==> src/rtl/cu_param.sv <==
// Parametrised Harvard CPU control unit: fetch/decode/operand sequencing, external ALU drive,
// and a valid/ready data-memory port with stall support.
module cu_param #(
    parameter int unsigned DW   = 8,
    parameter int unsigned AW   = 8,
    parameter int unsigned NREG = 4
) (
    input  logic          clk,
    input  logic          rst_n,
    output logic [AW-1:0] addr_program,
    input  logic [DW-1:0] data_program,
    output logic [7:0]    ins_alu,
    output logic [DW-1:0] in1,
    output logic [DW-1:0] in2,
    input  logic [DW-1:0] result,
    output logic          mem_valid,
    output logic          mem_we,
    output logic [AW-1:0] addr_memory,
    output logic [DW-1:0] wdata_memory,
    input  logic [DW-1:0] rdata_memory,
    input  logic          mem_ready,
    output logic          halted,
    output logic          illegal
);

    localparam int unsigned RW = $clog2(NREG);
    localparam int unsigned BW = $clog2(DW);

    localparam logic [DW-1:0] OpNop   = DW'(8'h00);
    localparam logic [DW-1:0] OpAdd   = DW'(8'h01);
    localparam logic [DW-1:0] OpSub   = DW'(8'h02);
    localparam logic [DW-1:0] OpMovRR = DW'(8'h03);
    localparam logic [DW-1:0] OpMovRM = DW'(8'h04);
    localparam logic [DW-1:0] OpMovMR = DW'(8'h05);
    localparam logic [DW-1:0] OpMovI  = DW'(8'h06);
    localparam logic [DW-1:0] OpJmp   = DW'(8'h07);
    localparam logic [DW-1:0] OpJb    = DW'(8'h08);
    localparam logic [DW-1:0] OpJnb   = DW'(8'h09);
    localparam logic [DW-1:0] OpHlt   = DW'(8'h0A);
    localparam logic [DW-1:0] OpClr   = DW'(8'h12);

    typedef enum logic [2:0] {
        StFetch,
        StDecode,
        StOp1,
        StOp2,
        StMemw,
        StRetire,
        StHalt
    } state_e;

    state_e        state;
    logic [DW-1:0] cir;
    logic [DW-1:0] w1;
    logic [DW-1:0] mdata;
    logic [DW-1:0] gpr [NREG];

    logic [RW-1:0] a_dp;
    logic [RW-1:0] b_dp;
    logic [RW-1:0] b_w1;
    logic [BW-1:0] bit_idx;
    logic          bit_set;
    logic          br_taken;

    // Register fields of the word currently on the program bus, and of the latched w1.
    assign a_dp     = data_program[4 +: RW];
    assign b_dp     = data_program[RW-1:0];
    assign b_w1     = w1[RW-1:0];
    assign bit_idx  = BW'(a_dp);
    assign bit_set  = gpr[b_dp][bit_idx];
    assign br_taken = (cir == OpJb) ? bit_set : !bit_set;

    always_ff @(posedge clk or negedge rst_n) begin
        if (!rst_n) begin
            state        <= StFetch;
            addr_program <= '0;
            ins_alu      <= '0;
            in1          <= '0;
            in2          <= '0;
            mem_valid    <= 1'b0;
            mem_we       <= 1'b0;
            addr_memory  <= '0;
            wdata_memory <= '0;
            halted       <= 1'b0;
            illegal      <= 1'b0;
            cir          <= '0;
            w1           <= '0;
            mdata        <= '0;
            for (int i = 0; i < NREG; i++) begin
                gpr[i] <= '0;
            end
        end else begin
            unique case (state)
                StFetch: begin
                    cir   <= data_program;
                    state <= StDecode;
                end
                StDecode: begin
                    case (cir)
                        OpNop: state <= StRetire;
                        OpClr: begin
                            gpr[0] <= '0;
                            state  <= StRetire;
                        end
                        OpHlt: begin
                            halted <= 1'b1;
                            state  <= StHalt;
                        end
                        OpAdd, OpSub, OpMovRR, OpMovRM, OpMovMR, OpMovI, OpJmp, OpJb,
                        OpJnb: begin
                            addr_program <= addr_program + AW'(1);
                            state        <= StOp1;
                        end
                        default: begin
                            illegal <= 1'b1;
                            state   <= StRetire;
                        end
                    endcase
                end
                StOp1: begin
                    w1 <= data_program;
                    case (cir)
                        OpMovRR: begin
                            gpr[b_dp] <= gpr[a_dp];
                            state     <= StRetire;
                        end
                        OpJmp: begin
                            addr_program <= data_program[AW-1:0];
                            state        <= StFetch;
                        end
                        OpAdd, OpSub: begin
                            ins_alu <= cir[7:0];
                            in1     <= gpr[0];
                            in2     <= gpr[b_dp];
                            state   <= StOp2;
                        end
                        OpJb, OpJnb: begin
                            // Not taken retires directly, so RETIRE's increment skips w2.
                            addr_program <= addr_program + AW'(1);
                            state        <= br_taken ? StOp2 : StRetire;
                        end
                        OpMovMR: begin
                            mem_valid   <= 1'b1;
                            mem_we      <= 1'b0;
                            addr_memory <= data_program[AW-1:0];
                            state       <= StMemw;
                        end
                        default: begin
                            addr_program <= addr_program + AW'(1);
                            state        <= StOp2;
                        end
                    endcase
                end
                StOp2: begin
                    case (cir)
                        OpAdd, OpSub: begin
                            gpr[0] <= result;
                            state  <= StRetire;
                        end
                        OpMovI: begin
                            gpr[b_dp] <= w1;
                            state     <= StRetire;
                        end
                        OpMovMR: begin
                            gpr[b_dp] <= mdata;
                            state     <= StRetire;
                        end
                        OpMovRM: begin
                            mem_valid    <= 1'b1;
                            mem_we       <= 1'b1;
                            addr_memory  <= data_program[AW-1:0];
                            wdata_memory <= gpr[b_w1];
                            state        <= StMemw;
                        end
                        OpJb, OpJnb: begin
                            addr_program <= data_program[AW-1:0];
                            state        <= StFetch;
                        end
                        default: state <= StRetire;
                    endcase
                end
                StMemw: begin
                    if (mem_ready) begin
                        mem_valid <= 1'b0;
                        if (mem_we) begin
                            state <= StRetire;
                        end else begin
                            mdata        <= rdata_memory;
                            addr_program <= addr_program + AW'(1);
                            state        <= StOp2;
                        end
                    end
                end
                StRetire: begin
                    addr_program <= addr_program + AW'(1);
                    in1          <= '0;
                    ins_alu      <= '0;
                    state        <= StFetch;
                end
                StHalt: state <= StHalt;
                default: state <= StFetch;
            endcase
        end
    end

endmodule

==> config.mk <==
export PLATFORM = sky130hd
export DESIGN_NAME = cu_param
export DESIGN_NICKNAME = d
export VERILOG_FILES = /design/src/rtl/cu_param.sv
export SDC_FILE = /design/constraint.sdc
export NUM_CORES = 1
export LEC_CHECK = 0
export CAP_MARGIN = 20
export CORE_AREA = 2 2 103 105
export CTS_CLUSTER_SIZE = 28
export DETAILED_ROUTE_END_ITERATION = 10
export DIE_AREA = 0 0 105 107
export DONT_BUFFER_PORTS = 1
export GPL_ROUTABILITY_DRIVEN = 0
export GPL_TIMING_DRIVEN = 0
export PLACE_DENSITY = 0.74
export SYNTH_ARGS = -nofsm -noshare
export SYNTH_HDL_FRONTEND = slang
export SYNTH_SLANG_ARGS = --single-unit
==> constraint.sdc <==
create_clock -name clk -period 7 [get_ports clk]
set_input_delay 0.7 -clock clk [delete_from_list [all_inputs] [get_ports clk]]
set_output_delay 0.7 -clock clk [all_outputs]
set_load 0.05 [all_outputs]
# --- Word-level counts from Yosys, hierarchy flattened ---
# Cells that the tools add are included.
totals:
  register_bits: 111
  in_bits: 27
  output_inout_bits: 52
classes:
  add_sub_neg: 1
  order_cmp: 5
  eq_ne: 29
  muxes: 49
  n_bitwise: 5
  reduce_logical: 25
ops:
  columns: ["operator", "count"]
  rows:
  - ["2-to-1 mux 8 bit", 16]
  - ["bitwise mux 32 bit", 3]
  - ["one-hot mux 24 bit (2 select lines)", 2]
  - ["one-hot mux 8 bit (2 select lines)", 4]
  - ["binary-select mux 8 bit (select 2 bit)", 3]
  - ["one-hot mux 8 bit (3 select lines)", 2]
  - ["one-hot mux 8 bit (5 select lines)", 1]
  - ["equality test 8 x 3 -> 1 bit, second input constant", 4]
  - ["2-to-1 mux 32 bit", 1]
  - ["equality test 8 x 4 -> 1 bit, second input constant", 3]
  - ["one-hot mux 3 bit (6 select lines)", 1]
  - ["demux 8 bit (select 2 bit)", 1]
  - ["equality test 8 x 2 -> 1 bit, second input constant", 2]
  - ["inequality test 2 x 1 -> 1 bit, second input constant", 7]
  - ["one-hot mux 3 bit (2 select lines)", 2]
  - ["one-hot mux 3 bit (4 select lines)", 1]
  - ["OR reduction 12 bit", 1]
  - ["AND reduction 2 bit", 5]
  - ["equality test 3 bit, second input constant", 3]
  - ["greater-or-equal comparator 3 bit, second input constant", 3]
  - ["2-to-1 mux 3 bit", 3]
  - ["NOT 2 -> 3 bit", 3]
  - ["AND reduction 3 bit", 3]
  - ["OR reduction 9 bit", 1]
  - ["other kinds (26)", 39]

# --- Longest topological paths before layout ---
depth:
  ltp_word: 11
  mapped_depth: 8
  mapped_depth_nobuf: 5

# --- Least setup slack after synthesis ---
# No wires, ideal clock.
synth_path:
  kind: "input port to flip-flop"
  start: "input data_program[0]"
  end: "register in2[5]"
  setup_ns: 0.125
  t_arrival_ns: 2.275
  slack_ns: 4.600
  stages: 4
  path_buffers: 2
  cell_sequence: "clkbuf_1 -> clkbuf_1 -> mux4_2 -> mux2_2"
synth_via:
  elab_chain_len: 4
synth_lines:
  columns: ["element", "line", "rtl"]
  rows:
  - ["start: declaration", "11", "input logic [DW-1:0] data_program,"]
  - ["NOT 2 -> 3 bit (implied by the code)", "134", "in2 <= gpr[b_dp];"]
  - ["binary-select mux 8 bit (select 2 bit)", "134", null]
  - ["2-to-1 mux 8 bit (implied by the code) (2 in series)", "134", null]
  - ["end signal: assignment", "134", null]
  - ["end: declaration", "14", "output logic [DW-1:0] in2,"]
# Every way passes these cells. The select of a mux whose other input is x is not followed.
# A chain may end at the register's enable or synchronous reset.

# --- Worst setup path after layout ---
layout_path:
  start: "register cir[4]"
  end: "register gpr[17] in the netlist's numbering"
layout_via:
  elab_chain_len: 3
  elab_cells_between_ends: 8
  classes_between: "5 x eq/ne; 2 x mux; 1 x reduce/logical"
layout_lines:
  columns: ["element", "line", "rtl"]
  rows:
  - ["start: declaration", "53", "logic [DW-1:0] cir;"]
  - ["start signal: assignment", "95", "cir <= data_program;"]
  - ["equality test 8 x 3 -> 1 bit / equality test 8 x 2 -> 1 bit (equally long branches)", "155, 122", null]
  - ["one-hot mux 24 bit (2 select lines) (tied with other cells)", "155", "case (cir)"]
  - ["one-hot mux 24 bit (2 select lines) / AND reduction 3 bit (equally long branches)", null, null]
  - ["end signal: indexed assignment", "124", "gpr[b_dp] <= gpr[a_dp];"]
  - ["end signal: indexed assignment", "161", "gpr[b_dp] <= w1;"]
  - ["end signal: indexed assignment", "165", "gpr[b_dp] <= mdata;"]
  - ["end: declaration", "56", "logic [DW-1:0] gpr [NREG];"]
# Parallel ways exist; a longest one is shown, timed or not.

==> impl_metrics.tcl <==
set metrics [dict create \
    synthCells 511 \
    die_height_um 107 \
    syn-num-nets 539 \
    power_density_nw_per_um2 169.6 \
    ys_seq_area_share_pct 47.04 \
    wl_per_cell_um 22.87 \
    grt_setup_unrepaired "false" \
    antenna_found_initial 0 \
    area.growth.synth_to_final_pct 8.137 \
    place.port_buffers 0 \
    synthArstFlopShare_pct 100.0 \
    largest_register_ffs 32 \
    synthAdderAreaFrac_pct 0.2119 \
    whs_ns 0.1584 \
    drv_cap 0 \
    min_period_over_period_pct 42.12 \
    grt_pass1_vias 4369 \
    fin_nets 558 \
    io_pins 79 \
    netSwitchingPower_mw 0.2468 \
    p_comb_share_pct 3.6 \
    start_util_pct 58.50 \
    drt_first_pass_iters 5 \
    syn_area_per_cell_um2 11.55 \
    relSlewSlack_pct 30.66 \
    clkTransAtPathRegs_ns 0.11 \
    overflow 0 \
    avgViaCountPerCell 6.623 \
    setup_viol 0 \
    synth_top_family_by_area "multiplexers" \
    cts_max_level 3 \
    critPathKind "flip-flop to flip-flop" \
    cts_tree "built" \
    outcome "complete, no violations" \
    netlist.area_leader.share_pct 47.04 \
    clockPowerShare_pct 36.8 \
    die_width_um 105 \
    max_stage_delay_ns 0.57 \
    fmax_mhz 339.2 \
    regMostFlops "gpr" \
    crit_arrival_ns 3.19 \
    synth_compound_area_share_pct 13.20 \
    postRouteAntennaNets 0 \
    worstPathRequired_ns 7.25 \
    netlist_top_cells_count "111 x dfrtp_1, 48 x mux2_2, 41 x nand2_1" \
    skew_ns 0.01752 \
    path_cells "or4_4 > buf_6 > nor3_1 > o2111ai_1 > clkbuf_1 > nand2_1 > o21ai_0" \
    synth_xor_area_share_pct 0.4450 \
    cp_slowest_cell "or4_4" \
    numCtsBuffers 9 \
    synth_flop_cell "dfrtp_1" \
    ys_types 59 \
    yosysWarnings 0 \
    final_cell_count_no_fill 671 \
    synth_area_leaders "dfrtp_1 47%, mux2_2 9.2%, mux4_2 8.4%, mux2i_1 4.6%, nand2_1 2.6%" \
    antenna_cells 0 \
    worst_pin_slew_ns 1.029 \
    path_max_fanout 10 \
    r2r-start "cir[4]" \
    cellInternalPower_mw 0.8364 \
    grt_pass1_wl_um 24750 \
    final_layout_size_suffix_gt1_share_pct 20.56 \
    p_seq_share_pct 59.6 \
    fin_setup_tns_ns 0 \
    cp-end-kind "flip-flop" \
    clk-insertion-delay-late_ns 0.39 \
    hp-class "input pin to async pin" \
    cp_num_buf_inv 2 \
    synth_edf_count 0 \
    slew_violations 0 \
    ctsResizeCount 0 \
    critPathLaunch "cir[4]" \
    worstSetupStartpointType "flip-flop" \
    synth.most_common_cell "dfrtp_1" \
    preCtsSetupSlack_ns 3.788 \
    clock_sinks 111 \
    dpl.cell_count 648 \
    hold_viol_final 0 \
    hpwl_um 10520 \
    finalCoreUtilization_pct 63.27 \
    vias 4444 \
    leakage_nw 2.794 \
    grt_max_degree 59 \
    rows 37 \
    cts_buffer_depth 2 \
    vdd_drop_max_mv 0.1317 \
    crit_family "simple AND/OR/NAND/NOR gates" \
    muxShareOfSynthArea_pct 23.84 \
    core_area_um2 10090 \
    wirelength_um 15340 \
    post-synth-top-area-cell "dfrtp_1" \
    synth_area_um2 5904 \
    initialDrtViolationCount 432 \
    period_minus_slack_ns 2.949 \
    power.share.switching_pct 22.78 \
    grt.total_usage_pct 28.76 \
    synth_simple_gate_area_share_pct 12.33 \
    drc 0 \
    ys_ff_latch 111 \
    cts-root-buf "clkbuf_8" \
    fp.dieArea_um2 11240 \
    finalWorstSetupSlack_ns 4.051 \
]
==> power groups by stage <==
stage | clock (mW) | sequential (mW) | combinational [mW]
floorplan | 0 | 0.657 | 0.0163
global placement | 0 | 0.658 | 0.0210
detailed placement | 0 | 0.658 | 0.0211
CTS | 0.400 | 0.645 | 0.0384
global route | 0.423 | 0.646 | 0.0436
finish | 0.398 | 0.646 | 0.0393
==> final cells by class <==
class / instances / area (µm²)
multi-input combinational: 358 / 2954
clock buffer: 15 / 196.4
fill: 825 / 3707
sequential: 111 / 2778
tap: 136 / 170.2
clock inverter: 1 / 8.758
buffer: 36 / 150.1
inverter: 6 / 22.52
timing repair buffer: 8 / 105.1
==> repair_timing <==
| item | CTS | global route |
|---|---|---|
| hold endpoints to repair | 58 | 0 |
| buffers inserted | 0 | 0 |
| hold buffers | 5 | 0 |
==> cells in the final DEF, fill, tap and decap left out, types with 8 or more instances in the layout <==
cell type  instances
dfrtp_1          111
mux2_2            48
nand2_1           41
nor2_1            29
mux2i_1           27
clkbuf_1          25
mux4_2            22
o21ai_0           20
o21ai_1           16
clkbuf_8          14
nor3_1            11
a22o_1            10
nor2b_1            9
mux2_1             9
a22oi_1            9
buf_2              8
nand3_1            8
a21oi_1            8
o2bb2ai_1          8
==> per-layer routing <==
layer  part of all wire (%)  routed length (µm)  track usage (%)
met3                    9.3                1423            6.565
met5                      0                   0                0
met2                     46                7049            43.65
met1                     42                6444            40.50
met4                    2.8                 425            11.24
==> worst reg2reg max path: stages, from the launching register on <==
cell and delay, ns:
dfrtp_1 0.46, or4_4 0.57, buf_6 0.16, nor3_1 0.45, o2111ai_1 0.53, clkbuf_1 0.42
nand2_1 0.14, o21ai_0 0.09
==> path summary, 6_finish.rpt <==
check	endpoint	slack, ns	depth (start not counted)
min reg2reg	gpr[4]	0.55	2
max	gpr[17]	4.05	7
min	ins_alu[7]	0.16	1
min in group clk	cir[3]	0.43	2
max in group asynchronous	gpr[29]	5.48	1
max reg2reg	gpr[17]	4.05	7
==> cell families after synthesis <==
family | count (synthesis)
multiplexers | 106
adder cells (fa/ha/maj) | 1
XOR/XNOR | 3
flip-flops | 111
buffers and inverters | 42
AND/OR/NAND/NOR | 137
AO/OA/AOI/OAI | 111
==> stage by stage <==
| step | instance area [µm²] | power (mW) |
|---|---|---|
| 2_1_floorplan | 5904 | 0.6734 |
| 3_3_place_gp | 6075 | 0.6791 |
| 3_5_place_dp | 6080 | 0.6793 |
| 4_1_cts | 6352 | 1.084 |
| 5_1_grt | 6385 | 1.113 |
| 6_report | 6385 | 1.083 |
Power figures use the tool's default switching activity.
